[src/rtl/apb_arb_pkg.sv]
// Shared types and constants for the APB master arbiter.
// Optional access timeout is enabled with the APB_TIMEOUT_EN macro.
package apb_arb_pkg;

    localparam int ARB_ADDR_W         = 32;
    localparam int ARB_DATA_W         = 32;
    localparam int ARB_IDX_W          = 3;
    localparam int ARB_MAX_REQ        = 8;
    localparam int TIMEOUT_CYCLES_DEF = 64;

    typedef enum logic [1:0] {
        IDLE,
        SETUP,
        ACCESS,
        RESP
    } arb_state_t;

    typedef logic [ARB_IDX_W-1:0] grant_idx_t;

    // Request copy taken at grant time; the requester is free to change
    // its inputs once it has seen req_ready.
    typedef struct packed {
        logic [ARB_ADDR_W-1:0] addr;
        logic                  write;
        logic [ARB_DATA_W-1:0] wdata;
        grant_idx_t            idx;
    } req_latch_t;

    // Advance a requester index by one, wrapping at n.
    function automatic grant_idx_t next_idx(input grant_idx_t cur, input int n);
        return (int'(cur) >= n - 1) ? '0 : cur + 1'b1;
    endfunction

endpackage

[src/rtl/rr_arbiter.sv]
// Combinational round-robin picker: searches from last_grant+1 upward
// (wrapping) and returns the first pending requester.
module rr_arbiter
    import apb_arb_pkg::*;
#(
    parameter int NUM_REQ = 2
) (
    input  logic [NUM_REQ-1:0] req,
    input  grant_idx_t         last_grant,
    output logic [NUM_REQ-1:0] grant,
    output grant_idx_t         grant_idx,
    output logic               any_valid
);

    logic [ARB_MAX_REQ-1:0] req_pad;
    grant_idx_t             cand;

    assign req_pad = ARB_MAX_REQ'(req);

    // Walk the requesters in rotated priority order and keep the first hit.
    always_comb begin
        cand      = last_grant;
        grant_idx = '0;
        any_valid = 1'b0;
        for (int k = 0; k < NUM_REQ; k++) begin
            cand = next_idx(cand, NUM_REQ);
            if (!any_valid && req_pad[cand]) begin
                any_valid = 1'b1;
                grant_idx = cand;
            end
        end
    end

    // Expand the winning index to a one-hot grant vector.
    always_comb begin
        grant = '0;
        for (int i = 0; i < NUM_REQ; i++) begin
            grant[i] = any_valid && (grant_idx == ARB_IDX_W'(i));
        end
    end

endmodule

[src/rtl/apb_master_arbiter.sv]
// Shares one APB master port between NUM_REQ valid/ready requesters with
// round-robin arbitration. One transfer at a time, no pipelining.
// Define APB_TIMEOUT_EN to abort ACCESS phases that never see PREADY.
module apb_master_arbiter
    import apb_arb_pkg::*;
#(
    parameter int NUM_REQ        = 2,
    parameter int ADDR_WIDTH     = ARB_ADDR_W,
    parameter int DATA_WIDTH     = ARB_DATA_W,
    parameter int TIMEOUT_CYCLES = TIMEOUT_CYCLES_DEF
) (
    input  logic                                PCLK,
    input  logic                                PRESETn,
    input  logic [NUM_REQ-1:0]                  req_valid,
    input  logic [NUM_REQ-1:0][ADDR_WIDTH-1:0]  req_addr,
    input  logic [NUM_REQ-1:0]                  req_write,
    input  logic [NUM_REQ-1:0][DATA_WIDTH-1:0]  req_wdata,
    output logic [NUM_REQ-1:0]                  req_ready,
    output logic [NUM_REQ-1:0]                  resp_valid,
    output logic [DATA_WIDTH-1:0]               resp_rdata,
    output logic                                resp_err,
    output logic [ADDR_WIDTH-1:0]               PADDR,
    output logic                                PSEL,
    output logic                                PENABLE,
    output logic                                PWRITE,
    output logic [DATA_WIDTH-1:0]               PWDATA,
    input  logic                                PREADY,
    input  logic [DATA_WIDTH-1:0]               PRDATA,
    input  logic                                PSLAVEERR
);

    if (NUM_REQ < 2 || NUM_REQ > ARB_MAX_REQ || ADDR_WIDTH > ARB_ADDR_W ||
        DATA_WIDTH > ARB_DATA_W || TIMEOUT_CYCLES < 1) begin : g_bad_params
        $error("apb_master_arbiter: parameter out of supported range");
    end

    arb_state_t           state, state_n;
    req_latch_t           lat, lat_n;
    grant_idx_t           last_grant, last_grant_n;
    logic [NUM_REQ-1:0]   arb_grant;
    grant_idx_t           arb_idx;
    logic                 arb_any;
    logic                 psel_n, penable_n, resp_err_n, finish;
    logic [NUM_REQ-1:0]   req_ready_n, resp_valid_n;
    logic [DATA_WIDTH-1:0] resp_rdata_n;

`ifdef APB_TIMEOUT_EN
    localparam int TIMER_W = $clog2(TIMEOUT_CYCLES + 1);
    logic [TIMER_W-1:0] timer, timer_n;
`endif

    rr_arbiter #(
        .NUM_REQ    (NUM_REQ)
    ) u_rr_arbiter (
        .req        (req_valid),
        .last_grant (last_grant),
        .grant      (arb_grant),
        .grant_idx  (arb_idx),
        .any_valid  (arb_any)
    );

    // The bus-facing address/direction/data come straight from the latch
    // flops, so they stay put for the whole transfer.
    assign PADDR  = lat.addr[ADDR_WIDTH-1:0];
    assign PWRITE = lat.write;
    assign PWDATA = lat.wdata[DATA_WIDTH-1:0];

    // Next-state and next-output decode; bus phases appear one cycle after
    // the state that decides them because every output is a flop.
    always_comb begin
        state_n      = state;
        lat_n        = lat;
        last_grant_n = last_grant;
        psel_n       = PSEL;
        penable_n    = PENABLE;
        req_ready_n  = '0;
        resp_valid_n = '0;
        resp_rdata_n = resp_rdata;
        resp_err_n   = resp_err;
        finish       = 1'b0;
`ifdef APB_TIMEOUT_EN
        timer_n      = timer;
`endif
        case (state)
            IDLE: begin
                if (arb_any) begin
                    lat_n = '0;
                    for (int i = 0; i < NUM_REQ; i++) begin
                        if (arb_grant[i]) begin
                            lat_n.addr  = ARB_ADDR_W'(req_addr[i]);
                            lat_n.write = req_write[i];
                            lat_n.wdata = ARB_DATA_W'(req_wdata[i]);
                        end
                    end
                    lat_n.idx    = arb_idx;
                    req_ready_n  = arb_grant;
                    last_grant_n = arb_idx;
                    state_n      = SETUP;
`ifdef APB_TIMEOUT_EN
                    timer_n      = '0;
`endif
                end
            end
            SETUP: begin
                psel_n    = 1'b1;
                penable_n = 1'b0;
                state_n   = ACCESS;
            end
            ACCESS: begin
                if (!PENABLE) begin
                    penable_n = 1'b1;
                end else if (PREADY) begin
                    finish       = 1'b1;
                    resp_rdata_n = lat.write ? '0 : PRDATA;
                    resp_err_n   = PSLAVEERR;
                end
`ifdef APB_TIMEOUT_EN
                else if (timer == TIMER_W'(TIMEOUT_CYCLES - 1)) begin
                    finish       = 1'b1;
                    resp_rdata_n = '0;
                    resp_err_n   = 1'b1;
                end else begin
                    timer_n = timer + 1'b1;
                end
`endif
                if (finish) begin
                    psel_n    = 1'b0;
                    penable_n = 1'b0;
                    state_n   = RESP;
                    for (int i = 0; i < NUM_REQ; i++) begin
                        resp_valid_n[i] = (lat.idx == ARB_IDX_W'(i));
                    end
                end
            end
            RESP: begin
                state_n = IDLE;
            end
            default: begin
                state_n = IDLE;
            end
        endcase
    end

    // State and output registers with synchronous active-low reset; the
    // pointer resets to the last requester so requester 0 wins first.
    always_ff @(posedge PCLK) begin
        if (!PRESETn) begin
            state      <= IDLE;
            lat        <= '0;
            last_grant <= grant_idx_t'(NUM_REQ - 1);
            PSEL       <= 1'b0;
            PENABLE    <= 1'b0;
            req_ready  <= '0;
            resp_valid <= '0;
            resp_rdata <= '0;
            resp_err   <= 1'b0;
`ifdef APB_TIMEOUT_EN
            timer      <= '0;
`endif
        end else begin
            state      <= state_n;
            lat        <= lat_n;
            last_grant <= last_grant_n;
            PSEL       <= psel_n;
            PENABLE    <= penable_n;
            req_ready  <= req_ready_n;
            resp_valid <= resp_valid_n;
            resp_rdata <= resp_rdata_n;
            resp_err   <= resp_err_n;
`ifdef APB_TIMEOUT_EN
            timer      <= timer_n;
`endif
        end
    end

endmodule

[config.mk]
export PLATFORM = sky130hd
export DESIGN_NAME = apb_master_arbiter
export DESIGN_NICKNAME = d
export VERILOG_FILES = /design/src/rtl/apb_arb_pkg.sv /design/src/rtl/rr_arbiter.sv /design/src/rtl/apb_master_arbiter.sv
export SDC_FILE = /design/constraint.sdc
export NUM_CORES = 1
export LEC_CHECK = 0
export ABC_CLOCK_PERIOD_IN_PS = 3600
export CAP_MARGIN = 0
export CORE_MARGIN = 8
export CORE_UTILIZATION = 43
export CTS_CLUSTER_SIZE = 8
export DETAILED_ROUTE_END_ITERATION = 10
export DONT_BUFFER_PORTS = 1
export PLACE_DENSITY = 0.57
export SETUP_SLACK_MARGIN = 0.1
export SYNTH_ARGS = -nofsm -noshare
export SYNTH_HDL_FRONTEND = slang
export SYNTH_SLANG_ARGS = --single-unit
[constraint.sdc]
create_clock -name PCLK -period 3.6 [get_ports PCLK]
set_clock_uncertainty 0.1 [all_clocks]
set_input_delay 0.36 -clock PCLK [delete_from_list [all_inputs] [get_ports PCLK]]
set_output_delay 0.36 -clock PCLK [all_outputs]
set_load 0.01 [all_outputs]
# == Yosys cells after proc, flatten, opt, wreduce, memory -nomap -nowiden ==
# Cells that the tools add are included.
# op_classes
addsub,2
magnitude_cmp,4
n_reduce_logical,14
n_eq_ne,7
mux,23
# op_table
op,count
$mux 65,2
$mux 32,1
$mux 3,4
$mux 1,9
$reduce_and 3->1,3
$lt 3x4->1 const B,2
$pmux 2 s4,1
$add 3x1->3 const B,2
$bmux 1 s3,2
$eq 3x1->1 const B,2
$ge 3x1->1 const B,2
$logic_not 3->1,2
$reduce_and 2->1,3
$eq 2x2->1 const B,2
$mux 2,2
$pmux 1 s2,2
$logic_and 1x1->1,3
$eq 2x1->1 const B,1
$logic_not 2->1,1
$ne 2x1->1 const B,1
$ne 2x2->1 const B,1
$reduce_bool 2->1,1
$logic_not 1->1,1
# totals
register_bits,112
word_cells,62
out_inout_bits,104

# == Logic depth before layout (Yosys ltp) ==
# depth
ltp_word,12
mapped_depth,13

# == Hierarchy ==
# From an unflattened synthesis, not the netlist that was laid out.
# unflattened
hier_cells,512
area_unflattened_um2,4828.4
# modules_own_cells
module,n_inst,area_each_um2,cells_per_inst,seq_area_each_um2
apb_master_arbiter,1,4658.2,492,2202.1
rr_arbiter,1,170.2,20,0.0

# == Worst setup path after synthesis ==
# OpenSTA, ideal clock, no wires.
# synth_path
path_kind,register to register
from,register lat[1] (netlist name)
to,register lat (netlist bit PWDATA[8])
required_time_ns,3.383
setup_slack_ns,0.623
path_buffers,3
arrival_ns,2.760
path_stages_with_launch,13
cell_sequence,dfxtp_1 inv_1 ha_1 or3_1 or2_2 ha_1 nor4b_1 o221ai_2 or2_1 buf_2 buf_6 buf_6 o22a_1
# synth_lines
element,line,rtl
end signal: assignment,apb_master_arbiter.sv:162,lat <= lat_n;
end: declaration,apb_master_arbiter.sv:38,"req_latch_t lat, lat_n;"

==> results.md <==
- Outcome: finished clean
- Final Max Slew Viols: 0
- Antenna diodes: 0
- Mapped Cells: 557
- Switching Fraction: 37.8%
- Sequential share of power: 49.6%
- DRC viols: 0
- DR WL/cell: 21.7 µm
- Power per cell area: approximately 800 nW/µm²
- Flops & latches, synth: 110
- Avg Cell Area, Syn: 8.79 µm²
- Max cap viols: 0
- Nets: 647
- Inst Count DP: 603
- Unrepaired setup endpoints after global routing: false
- GRT Residual Overflow: 0
- Placer Congestion: approximately 0.75
- I/O Pins: 272
- CP Cell Sequence: inv_1, ha_1, or3_1, or2_2, ha_1, nor4b_1, o221ai_2, or2_2, buf_4, o22a_1
- Via/cell ratio: 5.80
- Distinct cells, synth: 33
- Sequential area share after synthesis: 45.0%
- Final wirelength: 13.5 mm
- Antenna viol nets, final: 0
- Critical Path Fanout Max: 32
- Number of enable flip-flop cells after synthesis: 0
- WL met3: roughly 1.6 mm
- Routed wl met2: ~6.5 mm
- Kind of critical path: register to register
- WL met1: between 5 and 6 mm
- Final Non-Filler Cells: 620
- Global-route total usage across every layer: 16.6%
- Asr flop ratio synth: 0%
- Final hold viol count: 0
- Comb power frac: approximately 25%
- Root Driver: clkbuf_16
- CP Data Required Time: about 3.7 ns
- Reg clk slew, reported paths: 0.08 ns
- Post-Place Cell Area: between 4000 and 5000 µm²
- Syn Std Cell Area: between 4000 and 5000 µm²
- Critical path capture point type: register
- Sum Neg Setup Slack: 0 ns
- Tmin final: 3.21 ns
- Iteration-0 DRC Markers: 245
- Hold-fix buffers, CTS: 1
- DR vias: between 3k and 4k
- Sink Count: 110
- Filler Cell Count: 1153
- Psw: 1470 µW
- Synth-to-Final Area Change: -1.76%
- Core area: 11300 µm²
- Die X: 123 µm
- Post_cts resized: 0
- First-pass GRT wire length: between 15 and 20 mm
- Worst rel slew slack: between 30% and 40%
- Max IR drop VDD: 0.336 mV
- Non-Filler Cell Area, Final: 4810 µm²
- Fmax: 311 MHz
- Syn Nets: 732
- Final HPWL from detailed placement: 9.89 mm
- Largest net degree at the start of global routing: 40
- Worst Setup Start Kind: register
- Crit path largest cell delay: 0.45 ns
- Max Used Layer: met4
- Port Buffer Count: 0
- Cell Int Power: 2420 µW
- CTS tree: built
- Crit path DAT: about 3.3 ns
- Post-synth top flop: dfxtp_1
- Total setup buffers inserted after CTS: 0
- Worst path slowest cell: dfxtp_1
- Pre-Repair DR Iteration Count: 5
- CTS H-tree depth: 3
- Hold crit path type: primary input to register
- Worst slew pin tran: 0.950 ns
- Initial antenna violation count: 0
- Vias in the first global route: 3599
- Die area: roughly 15000 µm²
- Clock buffer depth: 2
- Clock Latency Late Sink: between 0.3 and 0.4 ns
- P_leak: 0.00186 µW
- Number of buffers created by CTS: 9
- Fraction of layout cells with a size suffix above 1: 7.55%
- Initial Utilization: 43.4%
- Std cell rows: 39
- Ys Warns: 0
- Clock power frac: 25.6%
- Final period util: roughly nine tenths
- Final setup viols: 0
- Die Y: 123 µm
-- metrics by stage --
stage	setup WS, ns	hold WS [ns]	util [%]	total power [µW]
detailed placement	0.379	0.339	39.8	2960
global placement	0.474	0.337	39.8	2910
CTS	0.368	0.0134	42.6	3970
finish	0.389	0.0306	42.6	3900
global route	0.266	0.00836	42.6	4150
floorplan	0.623	0.315	-	3050
-- kinds of logic after synthesis --
family,after synthesis,synth area share (%)
fa+ha+maj,7,1.79
compound gates,172,25.5
simple gates,153,12.8
mux,2,0.409
flops,110,45.0
buf+inv,113,14.4
-- placed cells by master (no fill, tap or decap), types with 2 or more instances in the layout --
cell type and instances:
clkbuf_16 9, inv_8 3, nor4b_1 2, nand2_1 134
ha_1 7, a22o_1 32, a21oi_1 67, clkinv_8 2
buf_4 9, or2_2 2, nor2b_1 3, mux2i_1 2
inv_1 6, dfxtp_1 110, nor2_1 3, o22a_1 65
-- sequential cells by signal, summed over array words and instances (netlist names) --
name	flops
last_grant	1
req_ready	2
PWDATA	32
resp_err	1
lat	3
PADDR	32
PWRITE	1
resp_rdata	32
PSEL	1
state	2
resp_valid	2
PENABLE	1
-- worst max-delay path, delay by kind of cell (launching register included) --
family          cells  cell delay, ns
fa+ha+maj           2            0.49
flops               1            0.45
buf+inv             2            0.34
simple gates        4            1.26
compound gates      2            0.43
-- final cells by class --
class	count	area (µm²)	share of cell area, %
sequential	110	2200	45.8
multi-input combinational	334	2010	41.9
clock buffer	9	225	4.69
tap	143	179	3.72
clock inverter	7	83.8	1.74
timing repair buffer	10	77.6	1.61
inverter	7	26.3	0.547
-- power groups by stage --
stage / Clock (µW) / Sequential [µW] / Combinational (µW)
after floorplan: 0 / 1700 / 1350
after global placement: 0 / 1970 / 939
after detailed placement: 0 / 1980 / 978
after CTS: 1030 / 1950 / 980
after global routing: 1080 / 1980 / 1090
final: 998 / 1930 / 964
-- Yosys cell counts (2+ instances only) --
cell type / instances / area share, %
buf_6: 4 / 0.92
inv_1: 6 / 0.46
clkbuf_1: 24 / 1.8
a21oi_1: 67 / 6.9
nand2_1: 134 / 10
o22a_1: 65 / 12
mux2i_1: 2 / 0.41
buf_1: 4 / 0.31
nor2_1: 5 / 0.38
nor2b_1: 3 / 0.38
dfxtp_1: 110 / 45
buf_2: 10 / 1.0
a22o_1: 32 / 5.7
o21a_1: 2 / 0.31
ha_1: 7 / 1.8
nor4b_1: 2 / 0.36
buf_4: 64 / 9.8
-- path summary, 6_finish.rpt --
| kind | slack (ns) | startpoint | cells past startpoint | to |
|---|---|---|---|---|
| worst min register to register | 0.37 | lat[0] | 2 | lat[0] |
| worst max register to register | 0.39 | lat[1] | 10 | PADDR[19] |
| worst max-delay path | 0.39 | lat[1] | 10 | PADDR[19] |
| worst min-delay path | 0.03 | PRDATA[12] | 1 | resp_rdata[12] |
-- metal layers --
| metal | vias to the layer above | global-route usage [%] |
|---|---|---|
| met1 | 1691 | 17.5 |
| met2 | 178 | 28.3 |
| met4 | 0 | 6.25 |
| met5 | - | 0 |
| met3 | 28 | 7.77 |
| li1 | 1698 | - |
Note: power is estimated with default switching activity, not from simulation.
==> RTL edit (config.mk and constraints unchanged) <==
Change the package constant `ARB_ADDR_W` from 32 to 28.
--- a/src/rtl/apb_arb_pkg.sv
+++ b/src/rtl/apb_arb_pkg.sv
@@ -3,5 +3,5 @@
 package apb_arb_pkg;
 
-    localparam int ARB_ADDR_W         = 32;
+    localparam int ARB_ADDR_W         = 28;
     localparam int ARB_DATA_W         = 32;
     localparam int ARB_IDX_W          = 3;
Ports: changed (resized PADDR and req_addr); port bits go from 272 to 260. The function was not compared with the original's and may differ.
==> RTL edit against the original RTL <==
Synthesized cell count is 18% lower; wire length is 17% lower; via count is 19% lower; power is 18% lower; area after synthesis is 8.0% lower; cell area is 4.7% lower; first-iteration DRC count is 42% lower; worst setup slack worse by 14 ps; combinational power is 29% lower; sequential cell count is 4 lower; critical path type unchanged.
==> RTL edit: results (changes against the original RTL) <==
via count 2908 (-19%); sequential power share 54.6% (+5.0 points); syn nets 621 (-15%); Synth Area in Compound Gates 14.6% (-11 points); Design Power 3180 uW (-18%); post-synthesis cell type count 31 (-6.1%); first-pass iteration count of the detailed router 4 (-1); post-synthesis mux area share 14.0% (+14 points); pin count of the biggest net entering global routing 62 (+55%); Fin Hold WS 24.8 ps (-5.80 ps); f_max 0.310 GHz (-0.43%); sw power 1080 uW (-26%); nets 575 (-11%); GRT met3 Usage 7.95% (+0.17 points); share of layout cells above drive strength 1 7.26% (-0.28 points); vias in the first global route 3106 (-14%); clk slew on worst S/H paths 100 ps (+20 ps); GP Congestion 0.735 (-2.2%); status complete, no violations; GR Util met2 25.7% (-2.6 points); later-pin clock latency in the skew report 360 ps (+20 ps); critical path arrival 3340 ps (about the same); M1 GR Usage 15.2% (-2.4 points); Leak Pwr 0.00205 uW (+11%); clk root buf clkbuf_8; Seq/Total Area, Yosys 47.2% (+2.1 points); Worst Path Max Fanout 39 (+22%); Post-synth top cells dfxtp_1 (106), mux2i_1 (63), nand2_1 (63); Slew HR 17.5% (-19 points); global-route wire length before repair 17.1 mm (-13%); GRT Util Overall 15.0% (-1.6 points); Post-Synth Adder-Cell Area 1.95% (+0.16 points); count of warnings emitted by yosys 0 (unchanged); Max rail drop VDD 0.377 mV (+12%); placed wire-length estimate 8.34 mm (-16%); P_clk 755 uW (-24%); DR iter-0 viols 142 (-42%)
RTL edit: cell count changes after synthesis, sizes merged, moves of 4 or more:
cell and change:
clkbuf -6, dfxtp -4, buf -13, o21ai +61, nand2 -71, o22a -65
a21oi -66, mux2i +61
RTL edit: area by class of cell:
cell class | count | area [um^2]
fillers | 987 | 5650
flip-flops and latches | 106 | 2120
multi-input cells | 255 | 1750
repair buffers | 30 | 300
well taps | 136 | 170
clock buffers | 11 | 151
clock inverters | 5 | 61.3
inverters | 6 | 22.5
RTL edit: worst paths after layout:
check | from | to | cells past startpoint
hold / removal | PRDATA[14] | resp_rdata[14]$_SDFFE_PN0P_ | 1
setup reg to reg | lat[1]$_SDFFE_PN0P_ | PWDATA[0]$_SDFFE_PN0P_ | 10
setup / recovery | lat[1]$_SDFFE_PN0P_ | PWDATA[0]$_SDFFE_PN0P_ | 10
hold reg to reg | lat[0]$_SDFFE_PN0P_ | resp_valid[0]$_SDFF_PN0_ | 1
RTL edit: metal layers:
layer  vias to the layer above  wire length (um)  part of all wire, %
li1                       1423                 -                    -
met1                      1321              4010                   36
met2                       145              5570                   50
met3                        19              1330                   12
met4                         0               244                  2.2
met5                         -                 0                    0
RTL edit: critical path, stage by stage (launching register included):
cell and delay [ps]:
dfxtp_1 430, inv_1 70, ha_1 180, or3_1 360
or2_2 310, ha_1 280, nor4b_1 430, o221ai_4 180
buf_4 360, mux2i_1 280, o21ai_1 80
RTL edit: repair_timing:
| item | in CTS | in global routing |
|---|---|---|
| hold buffers | 21 | 4 |
| hold endpoints to repair | 21 | 4 |
| setup buffers | 0 | 0 |
RTL edit: through the flow:
step / instances / cell area (um^2)
global placement: 508 / 4120
CTS: 545 / 4540
global route: 549 / 4580
finish: 549 / 4580
detailed placement: 508 / 4120
floorplan: 454 / 4500
